<file path="config.mk">
export PLATFORM = sky130hd
export DESIGN_NAME = bus_arbiter
export DESIGN_NICKNAME = d
export VERILOG_FILES = /design/src/rtl/bus_arbiter.sv
export SDC_FILE = /design/constraint.sdc
export NUM_CORES = 1
export LEC_CHECK = 0
export CAP_MARGIN = 20
export CORE_AREA = 3 3 40 42
export CTS_CLUSTER_DIAMETER = 30
export DETAILED_ROUTE_END_ITERATION = 8
export DIE_AREA = 0 0 43 45
export PLACE_DENSITY = 0.73
export SETUP_SLACK_MARGIN = 0.2
export SLEW_MARGIN = 10
export SYNTH_ARGS = -nofsm -noshare
export SYNTH_HDL_FRONTEND = slang
export SYNTH_SLANG_ARGS = --single-unit
</file>
<file path="constraint.sdc">
create_clock -name CLK -period 2.05 [get_ports CLK]
set_clock_uncertainty 0.05 [all_clocks]
set_input_delay 0.3075 -clock CLK [delete_from_list [all_inputs] [get_ports CLK]]
set_output_delay 0.3075 -clock CLK [all_outputs]
set_load 0.01 [all_outputs]
</file>
<file path="src/rtl/bus_arbiter.sv">
// bus_arbiter: two-master bus arbiter with split-transaction parking and resume priority.
// Define ARB_ROUND_ROBIN_EN for a round-robin base policy; otherwise master 0 has fixed priority.
module bus_arbiter #(
    parameter int TURNAROUND = 1
) (
    input  logic       CLK,
    input  logic       RST,
    input  logic [1:0] M_HOLD,
    input  logic       S_SPLIT,
    input  logic       S_RESUME,
    input  logic       S_RESUME_ID,
    output logic [1:0] M_GRANT,
    output logic [1:0] M_SPLIT,
    output logic       BUS_SEL,
    output logic       BUS_BSY
);
    typedef enum logic [1:0] {IDLE, OWN, GAP} state_t;

    state_t     state_q;
    logic [2:0] cnt_q;
    logic [1:0] grant_q, split_q, split_d, rp_q, rp_d;
    logic [1:0] elig, res_v, park_v, gnt_v;
    logic       sel_q, win, base, arb;

    function automatic logic [1:0] oh(input logic b);
        return b ? 2'b10 : 2'b01;
    endfunction

`ifdef ARB_ROUND_ROBIN_EN
    logic last_q;
    assign base = ~last_q;
`else
    assign base = 1'b0;
`endif

    always_comb begin
        elig   = M_HOLD & ~split_q;
        win    = (rp_q[0] & elig[0]) ? 1'b0 : (rp_q[1] & elig[1]) ? 1'b1 : (&elig) ? base : ~elig[0];
        arb    = (state_q == IDLE) || (state_q == GAP && cnt_q == 3'd0);
        res_v  = (S_RESUME && split_q[S_RESUME_ID]) ? oh(S_RESUME_ID) : 2'b00;
        park_v = (state_q == OWN && M_HOLD[sel_q] && S_SPLIT) ? oh(sel_q) : 2'b00;
        gnt_v  = (arb && |elig) ? oh(win) : 2'b00;
        // a dropped M_HOLD aborts both the park and any pending resume priority
        split_d = M_HOLD & ((split_q & ~res_v) | park_v);
        rp_d    = M_HOLD & (rp_q | res_v) & ~gnt_v;
    end

    always_ff @(posedge CLK or posedge RST) begin
        if (RST) begin
            state_q <= IDLE;
            cnt_q   <= '0;
            grant_q <= '0;
            split_q <= '0;
            rp_q    <= '0;
            sel_q   <= 1'b0;
        end else begin
            split_q <= split_d;
            rp_q    <= rp_d;
            if (state_q == OWN) begin
                if (!M_HOLD[sel_q] || S_SPLIT) begin
                    state_q <= GAP;
                    grant_q <= '0;
                    cnt_q   <= 3'(TURNAROUND - 1);
                end
            end else if (!arb) begin
                cnt_q <= cnt_q - 3'd1;
            end else if (|elig) begin
                state_q <= OWN;
                grant_q <= gnt_v;
                sel_q   <= win;
            end else begin
                state_q <= IDLE;
            end
        end
    end

`ifdef ARB_ROUND_ROBIN_EN
    always_ff @(posedge CLK or posedge RST) begin
        if (RST)
            last_q <= 1'b1;
        else if (arb && |elig)
            last_q <= win;
    end
`endif

    assign M_GRANT = grant_q;
    assign M_SPLIT = split_q;
    assign BUS_SEL = sel_q;
    assign BUS_BSY = |grant_q;
endmodule

</file>
; Word level (Yosys, flattened, before mapping)
; Cells that the tools add are included.
; W data, S select, Z words.
[word_totals]
ff_bits = 12
input_bits = 7
output_inout_bits = 6
elab_cells = 70
[op_classes]
addsub = 1
order_cmp = 2
n_eq_ne = 4
muxes = 24
bitwise = 14
n_reduce_logical = 19
[op_table]
columns = operator, count
row1 = $mux W2, 13
row2 = $and A2 B2 Y2, 5
row3 = $mux W3, 3
row4 = $mux W1, 8
row5 = $not A2 Y2, 3
row6 = $reduce_and A2 Y1, 3
row7 = $reduce_and A3 Y1, 2
row8 = $logic_and A1 B1 Y1, 5
row9 = $lt A1 B2 Y1 const B, 2
row10 = $ne A2 B1 Y1 const B, 2
row11 = $or A2 B2 Y2, 2
row12 = $reduce_bool A2 Y1, 2
row13 = $reduce_or A2 Y1, 2
row14 = $logic_not A3 Y1, 1
row15 = $sub A3 B1 Y3 const B, 1
row16 = $and A1 B1 Y1, 2
row17 = $eq A2 B1 Y1 const B, 1
row18 = $eq A2 B2 Y1 const B, 1
row19 = $logic_not A2 Y1, 1
row20 = $logic_or A1 B1 Y1, 2
row21 = $not A1 Y1, 2
row22 = $logic_not A1 Y1, 1

; Logic depth before layout (Yosys ltp)
; Gate-level depths: netlist of run 1.
[logic_depth]
ltp_word = 11
mapped_depth = 7
mapped_depth_nobuf = 7

; Worst setup path after synthesis of run 1
; OpenSTA, ideal clock, no wires.
[synth_timing]
path_kind = register to register
from = reg cnt_q[0]
to = reg grant_q[0], in the netlist M_GRANT[0]
setup_time_ps = 118
t_arrival_ps = 1381
t_required_ps = 1882
path_slack_ps = 501
stages_incl_launch_ff = 8
path_buffers = 0
cell_sequence = dfrtp_1 -> inv_1 -> ha_1 -> ha_1 -> and2b_4 -> a211oi_4 -> o21bai_1 -> a21o_1
[synth_between]
elab_chain_cells = 8
elab_cells_between_ends = 10
classes_between = mux (4) / reduce/logical (6)
[synth_rtl]
columns = item, line_no
row1 = from (decl), 20  ; logic [2:0] cnt_q;
row2 = from (signal assigned), 63  ; cnt_q <= 3'(TURNAROUND - 1);
row3 = from (signal assigned), 66  ; cnt_q <= cnt_q - 3'd1;
row4 = $logic_not A3 Y1 *, 39  ; arb = (state_q == IDLE) || (state_q == GAP && cnt_q == 3'd0);
row5 = $logic_and A1 B1 Y1 *, 39
row6 = $logic_or A1 B1 Y1 *, 39
row7 = $logic_and A1 B1 Y1, 42  ; gnt_v = (arb && |elig) ? oh(win) : 2'b00;
row8 = $mux W2, 42
row9 = $mux W2, 67  ; end else if (|elig) begin
row10 = $mux W2, 65  ; end else if (!arb) begin
row11 = $mux W2, 59  ; if (state_q == OWN) begin
row12 = to (signal assigned), 69  ; grant_q <= gnt_v;
row13 = to (decl), 21  ; logic [1:0] grant_q, split_q, split_d, rp_q, rp_d;
; Mark *: on every way between the ends. The rest lies on a longest branch, timed or not. The select of a mux whose other input is x is not followed.
; A chain may end at the register's enable or synchronous reset.

; Final worst setup path of run 1
[layout_timing]
from = reg grant_q[0], in the netlist M_GRANT[0]
to = out BUS_BSY
[layout_between]
elab_chain_cells = 1
[layout_rtl]
columns = item, line_no
row1 = $reduce_or A2 Y1, 89  ; assign BUS_BSY = |grant_q;
row2 = to (decl), 15  ; output logic BUS_BSY
; Every way passes these cells.

==> flow_summary.toml, run 1 <==
[placement]
portBuffers = 12
dp_hpwl_um = 889
place_congestion = 0.849
place_area_um2 = 744

[synthesis]
yosys_warnings = 0
synth_top_family_by_area = "simple AND/OR/NAND/NOR gates"
synthTopCellsByArea = "dfrtp_1, nor2_1, ha_1"
synth_xor_area_share_pct = 0
synth_nets = 66
synth-seq-cells = 12
synth-edff-count = 0
ys_async_sr_fraction_pct = 100
synth.distinct_cells = 22
synth_compound_area_share_pct = 15.1
yosys_most_used_dff = "dfrtp_1"
syn-instance-count = 57
syn-cell-area_um2 = 606
yosysSeqAreaShare_pct = 49.6
avgSynthCellArea_um2 = 10.6
yosysTopAreaCellShare_pct = 49.6
synth-simple-area-share_pct = 24.8
synthMuxAreaShare_pct = 3.31
synthAdderAreaFrac_pct = 4.13
yosysTopAreaCell = "dfrtp_1"

[setup_path]
path_class = "register to primary output"
worstReg2RegEnd = "M_GRANT[1]"
required_ns = 1.69
crit_path_end_kind = "primary output"
path_cells = "or2_2, clkdlybuf4s50_1"
ff2ff_path_depth = 7
critPathMaxFanout = 3
start_kind = "register"
r2r-start = "cnt_q[0]"
critPathSlowestCell = "clkdlybuf4s50_1"
arrival_ns = 1.44
max_stage_delay_ns = 0.48
r2r_setup_slack_ns = 0.36

[timing]
whs_ns = 0.299
slew_headroom_pct = 70.3
grt_setup_unrepaired = "false"
finalSetupViolCount = 0
max_freq_mhz = 557
max_slew.worst_pin.slew_ns = 0.446
period_needed_ns = 1.79
period_share_pct = 87.5
fin_setup_tns_ns = 0
finalHoldViolations = 0
slew_viol_final = 0

[global_route]
antenna_found_initial = 0
grt_pass1_wl_um = 1990
grt_max_degree = 13
grt_pass1_vias = 462
grt.overflow.total = 0
grt_usage_pct = 13.9

[cells_and_area]
fin_area_um2 = 781
drive_gt1_share_pct = 16.4
antenna_cells = 0
fin_nets = 83
synthToLayoutAreaGrowth_pct = 28.9
final_cell_mix = "dfrtp_1, clkdlybuf4s50_1, nor2_1"
fin_util_pct = 60.8

[clocking]
clock_latency_ns = 0.26
cts-buffers-inserted = 3
clock_sinks = 12
cts_tree = "built"
postCtsSetupRepairBufs = 0
hold_buffers = 0
cts_resized = 0
clockBufferDepth = 2
path_clk_slew_ns = 0.07
root_buffer = "clkbuf_4"
htree_levels = 1

[route]
vias = 440
wirelength_um = 1170
first_iter_violations = 5
routedWlPerCell_um = 13.3
viasPerCell = 5.00
ant_nets = 0
drc_errors = 0
first_pass_iters = 2

[floorplan]
ios = 13
die_area_um2 = 1940
die_x_um = 43
start_util_pct = 47.1
core-area_um2 = 1280
row_count = 13
die_y_um = 45

[pwr]
p_leak_nw = 0.356
peakVddDrop_mv = 0.896
p_total_w = 0.000990
p_per_area_nw_per_um2 = 1270

[flow_run]
maxCapViolations = 0

[run_status]
status = "finished clean"

[worst_hold_path]
hold_path_class = "input port to async pin"
synth_stat cells (2+ instances only):
cell type  count
o22ai_1        3
dfrtp_1       12
nand2b_1       3
and2_2         2
o21ai_0        3
inv_1          5
a21o_1         2
ha_1           2
mux2i_1        2
nand2_1        3
nor2_1         7
nor2b_1        3
report_power, final:
part / switching [W] / internal (W) / total, W
Clock: 0.0000728 / 0.000108 / 0.000180
Sequential: 0.0000640 / 0.000317 / 0.000381
Combinational: 0.000201 / 0.000227 / 0.000428
state kept, by name, summed over array words and instances, names as in the netlist:
register	count
BUS_SEL	1
M_GRANT	2
M_SPLIT	2
cnt_q	3
rp_q	2
state_q	2
cells by family after synthesis:
group | after synthesis
AND/OR/NAND/NOR | 24
AO/OA/AOI/OAI | 12
adder cells (fa/ha/maj) | 2
flip-flops | 12
buffers and inverters | 5
multiplexers | 2
critical path, delay by kind of cell, from the launching register on:
kind	cells	cell delay, ns
DFF	1	0.40
and+or+nand+nor	1	0.30
buffers and inverters	1	0.48
per-stage QoR:
step / setup slack (ns) / cells
final: 0.255 / 88
after global routing: 0.200 / 88
after CTS: 0.241 / 88
after detailed placement: 0.315 / 84
after global placement: 0.301 / 84
after floorplan: 0.501 / 57
area by class of cell:
cell class              count  area, um^2
fillers                   107         504
flip-flops and latches     12         300
well taps                  15        18.8
multi-input cells          40         287
clock buffers               4        36.3
repair buffers             12         120
inverters                   5        18.8
worst max path at each step:
stage | from | end | slack, ns
floorplan | cnt_q[0] | M_GRANT[0] | 0.50
global placement | M_HOLD[1] | M_GRANT[1] | 0.30
detailed placement | M_HOLD[1] | M_GRANT[0] | 0.32
CTS | M_GRANT[0] | BUS_BSY | 0.24
global route | M_GRANT[0] | BUS_BSY | 0.20
finish | M_GRANT[0] | BUS_BSY | 0.26
metal layers:
metal,vias up,GRT usage [%],wire [um]
li1,230,-,-
met1,200,18.5,567
met2,6,21.6,563
met3,4,3.59,24
met4,0,6.02,17
met5,-,0,0
Power figures use the tool's default switching activity.
==> run 2, diff against run 1 <==
Settings changed: PLACE_DENSITY 0.73 to 0.81.
==> flow_summary.toml, run 2 (synthesis results as in run 1) <==
[pwr]
p_int_w = 0.000648
peakVddDrop_mv = 0.633
power.switching_w = 0.000333
p_per_area_nw_per_um2 = 1250
combinationalPowerShare_pct = 41.8
p_leak_nw = 0.366
p_seq_share_pct = 39.0
clkPwrFrac_pct = 19.2
swShare_pct = 33.9

[timing]
period_needed_ns = 1.65
max_slew.worst_pin.slew_ns = 0.452
finalHoldViolations = 0
slew_headroom_pct = 69.8
finalSetupViolCount = 0
max_freq_mhz = 605
slew_viol_final = 0
fin_setup_tns_ns = 0
grt_setup_unrepaired = "false"
period_share_pct = 80.6

[floorplan]
die_x_um = 43
ios = 13
die_y_um = 45
row_count = 13
start_util_pct = 47.1
die_area_um2 = 1940
core-area_um2 = 1280

[setup_path]
max_stage_delay_ns = 0.57
cp-startpoint = "BUS_SEL"
crit_buf_inv = 1
worstReg2RegEnd = "M_GRANT[1]"
worst-path-stages = 1
critPathMaxFanout = 5
r2r_setup_slack_ns = 0.40
endpoint = "BUS_SEL"
path_class = "register to primary output"
crit_family = "buffers and inverters"
required_ns = 1.69
path_cells = "clkdlybuf4s50_1"
crit_path_end_kind = "primary output"
critPathSlowestCell = "clkdlybuf4s50_1"
ff2ff_path_depth = 7
start_kind = "register"
r2r-start = "cnt_q[0]"
arrival_ns = 1.30

[route]
routedWlPerCell_um = 12.4
first_iter_violations = 10
vias = 460
routed-wl-met2_um = 501
ant_nets = 0
wl_met3_um = 61
drc_errors = 0
wl_met1_um = 504
first_pass_iters = 4
wirelength_um = 1090
viasPerCell = 5.23
highest_layer = "met4"

[global_route]
antenna_found_initial = 0
grt_usage_pct = 14.5
grt_max_degree = 13
grt.overflow.total = 0
grt_pass1_wl_um = 2060
grt_pass1_vias = 473

[clocking]
cts-buffers-inserted = 3
cts_tree = "built"
postCtsSetupRepairBufs = 0
path_clk_slew_ns = 0.07
hold_buffers = 0
clock_latency_ns = 0.28
clockBufferDepth = 2
clock_sinks = 12
root_buffer = "clkbuf_4"
htree_levels = 1

[flow_run]
maxCapViolations = 0

[cells_and_area]
regArea_um2 = 300
synthToLayoutAreaGrowth_pct = 29.3
drive_gt1_share_pct = 16.4
fin_util_pct = 61.0
final_cell_mix = "dfrtp_1, clkdlybuf4s50_1, nor2_1"
fin_nets = 83
largest_reg_flops = 3
antenna_cells = 0
top_register = "cnt_q"
multiInputGateArea_um2 = 287
fillers = 111
mostFrequentLayoutCell = "dfrtp_1"

[placement]
portBuffers = 12
place_congestion = 0.829
dp_hpwl_um = 884

[run_status]
status = "finished clean"

[worst_hold_path]
hold_path_class = "input port to async pin"
-- run 2: changes by cell type in the layout (fill, tap and decap cells not counted) --
cell | previous run | this run
clkdlybuf4s50_1 | 12 | 11
dlymetal6s2s_1 | 0 | 1
-- run 2: repair_timing --
item                                   CTS  global route
resized for setup                        0             1
setup endpoints to repair                0             1
endpoints found under the hold margin    0             0
-- run 2: power groups by stage --
| stage | logic [W] | registers (W) | clock network [W] |
|---|---|---|---|
| 6_report | 0.000410 | 0.000383 | 0.000188 |
| 3_5_place_dp | 0.000420 | 0.000386 | 0 |
| 4_1_cts | 0.000422 | 0.000383 | 0.000195 |
| 2_1_floorplan | 0.000269 | 0.000385 | 0 |
| 3_3_place_gp | 0.000412 | 0.000381 | 0 |
| 5_1_grt | 0.000465 | 0.000394 | 0.000206 |
-- run 2: per-stage QoR --
stage	std cells	setup slack, ns	hold slack, ns	total power (W)	area [um^2]
finish	88	0.397	0.278	0.000981	783
global route	88	0.286	0.313	0.00107	783
CTS	88	0.233	0.291	0.00100	781
detailed placement	84	0.306	0.440	0.000806	744
global placement	84	0.314	0.443	0.000793	744
floorplan	57	0.501	0.122	0.000654	606
-- run 2: area by class of cell --
| type | count | share of cell area [%] |
|---|---|---|
| Sequential cell | 12 | 38.3 |
| Timing Repair Buffer | 12 | 15.7 |
| Tap cell | 15 | 2.40 |
| Inverter | 5 | 2.40 |
| Multi-Input combinational cell | 40 | 36.6 |
| Clock buffer | 4 | 4.63 |
-- run 2: worst min path at each step --
stage / slack [ns] / endpoint / from / cells past startpoint
4_1_cts: 0.29 / state_q[0] / RST / 2
3_5_place_dp: 0.44 / M_GRANT[0] / M_GRANT[0] / 1
5_1_grt: 0.31 / cnt_q[2] / RST / 2
3_3_place_gp: 0.44 / M_GRANT[0] / M_GRANT[0] / 1
6_report: 0.28 / M_SPLIT[1] / RST / 2
2_1_floorplan: 0.12 / BUS_SEL / RST / 1
-- run 2: routing by layer --
| layer | vias to the layer above | global-route usage, % |
|---|---|---|
| li1 | 233 | - |
| met1 | 212 | 18.5 |
| met2 | 13 | 23.1 |
| met3 | 2 | 3.59 |
| met4 | 0 | 7.23 |
| met5 | - | 0 |
==> RTL edit (config.mk and constraints of run 2) <==
The option `ARB_ROUND_ROBIN_EN` is turned on by a define.
--- a/src/rtl/bus_arbiter.sv
+++ b/src/rtl/bus_arbiter.sv
@@ -1,5 +1,7 @@
 // bus_arbiter: two-master bus arbiter with split-transaction parking and resume priority.
 // Define ARB_ROUND_ROBIN_EN for a round-robin base policy; otherwise master 0 has fixed priority.
+`define ARB_ROUND_ROBIN_EN
+
 module bus_arbiter #(
     parameter int TURNAROUND = 1
 ) (
Function: changed (a bounded check fails within 4 cycles, from zero or initial values and one cycle with RST high).
==> RTL edit against run 2 <==
- total power rose by 2.4%
- critical endpoint is now BUS_BSY
- combinational power rose by 4%
- wire length rose by 5.3%
- critical path depth rose by 1
- largest power group unchanged
- synthesized area rose by 6.4%
- worst setup slack got worse by 0.13 ns
- sequential cell count rose by 1
- sequential share of layout area rose by 2.0 points
- design area rose by 3.4%
==> RTL edit: results (changes against run 2) <==
Syn_nets - 73 (+11%)
Metal2 WL - 554 um (+11%)
Post-synth cell types - 24 (+9.1%)
Most frequent cells after synthesis - dfrtp_1 (12), inv_1 (11), o21ai_0 (6)
Nets - 90 (+8.4%)
Worst VDD drop - 0.0006989 V (+10%)
Leak Pwr - 0.3598 nW (-1.6%)
Clk Latency, worst-skew pair - 0.26 ns (-0.02 ns)
Post-Place Cells - 91 (+8.3%)
FF-to-FF Start - cnt_q[1]$_DFFE_PP0P_
Fin cells - 95 (+8.0%)
Global-route wire length before repair - 2049 um (-0.34%)
Gr usage total - 14.55% (+0.072 points)
Achievable clock frequency - 562.2 MHz (-7.1%)
Status - finished clean
Adder-Cell Fraction of Synth Area - 3.883% (-0.25 points)
Fill cells - 109 (-1.8%)
DRT iter0 DRCs - 6 (-4)
Crit-path max FO - 3 (-2)
Flop-to-flop setup slack - 0.50 ns (+0.10 ns)
Synthesized instance count - 64 (+12%)
Synth Area in Compound Gates - 24.27% (+9.2 points)
Detailed placement HPWL - 928.9 um (+5.1%)
Largest net degree at the start of global routing - 14 (+1)
Drt total wl - 1147 um (+5.3%)
Number of global-route vias before repair - 491 (+3.8%)
Vias per Instance - 5.232 (about the same)
Area post-placement - 783.3 um^2 (+5.2%)
GRT met1 Usage - 17.68% (-0.80 points)
Hold WS - 0.2986 ns (+0.02062 ns)
Worst Tran Pin Value - 0.4766 ns (+0.02463 ns)
Setup WS pre-CTS - 0.4869 ns (+0.1810 ns)
Critical path's largest stage delay - 0.48 ns (-0.09 ns)
Sequential element share of the synthesized area - 50.68% (+1.1 points)
-- RTL edit: cell count changes after synthesis, moves of 2 or more --
| cell | change |
|---|---|
| and2_1 | +2 |
| o21ai_1 | +3 |
| o21ai_0 | +3 |
| a21oi_2 | +2 |
| nor2b_1 | -2 |
| a21oi_1 | +2 |
| and2_2 | -2 |
| inv_1 | +6 |
| nand2b_1 | -3 |
| nor2_1 | -3 |
-- RTL edit: cell type report --
cell class	instances	area [um^2]	area share, %
Sequential cell	13	326.6	40.34
Multi-Input combinational cell	39	272.8	33.69
Timing Repair Buffer	12	120.1	14.84
Inverter	12	45.04	5.564
Clock buffer	4	26.28	3.246
Tap cell	15	18.77	2.318
-- RTL edit: power breakdown --
part           total [mW]  switching (mW)  internal [mW]  leakage (nW)
Combinational       0.427           0.200          0.226         0.185
Sequential          0.424          0.0690          0.355         0.160
Clock               0.154          0.0790         0.0751        0.0150
Total                1.00           0.348          0.657         0.360
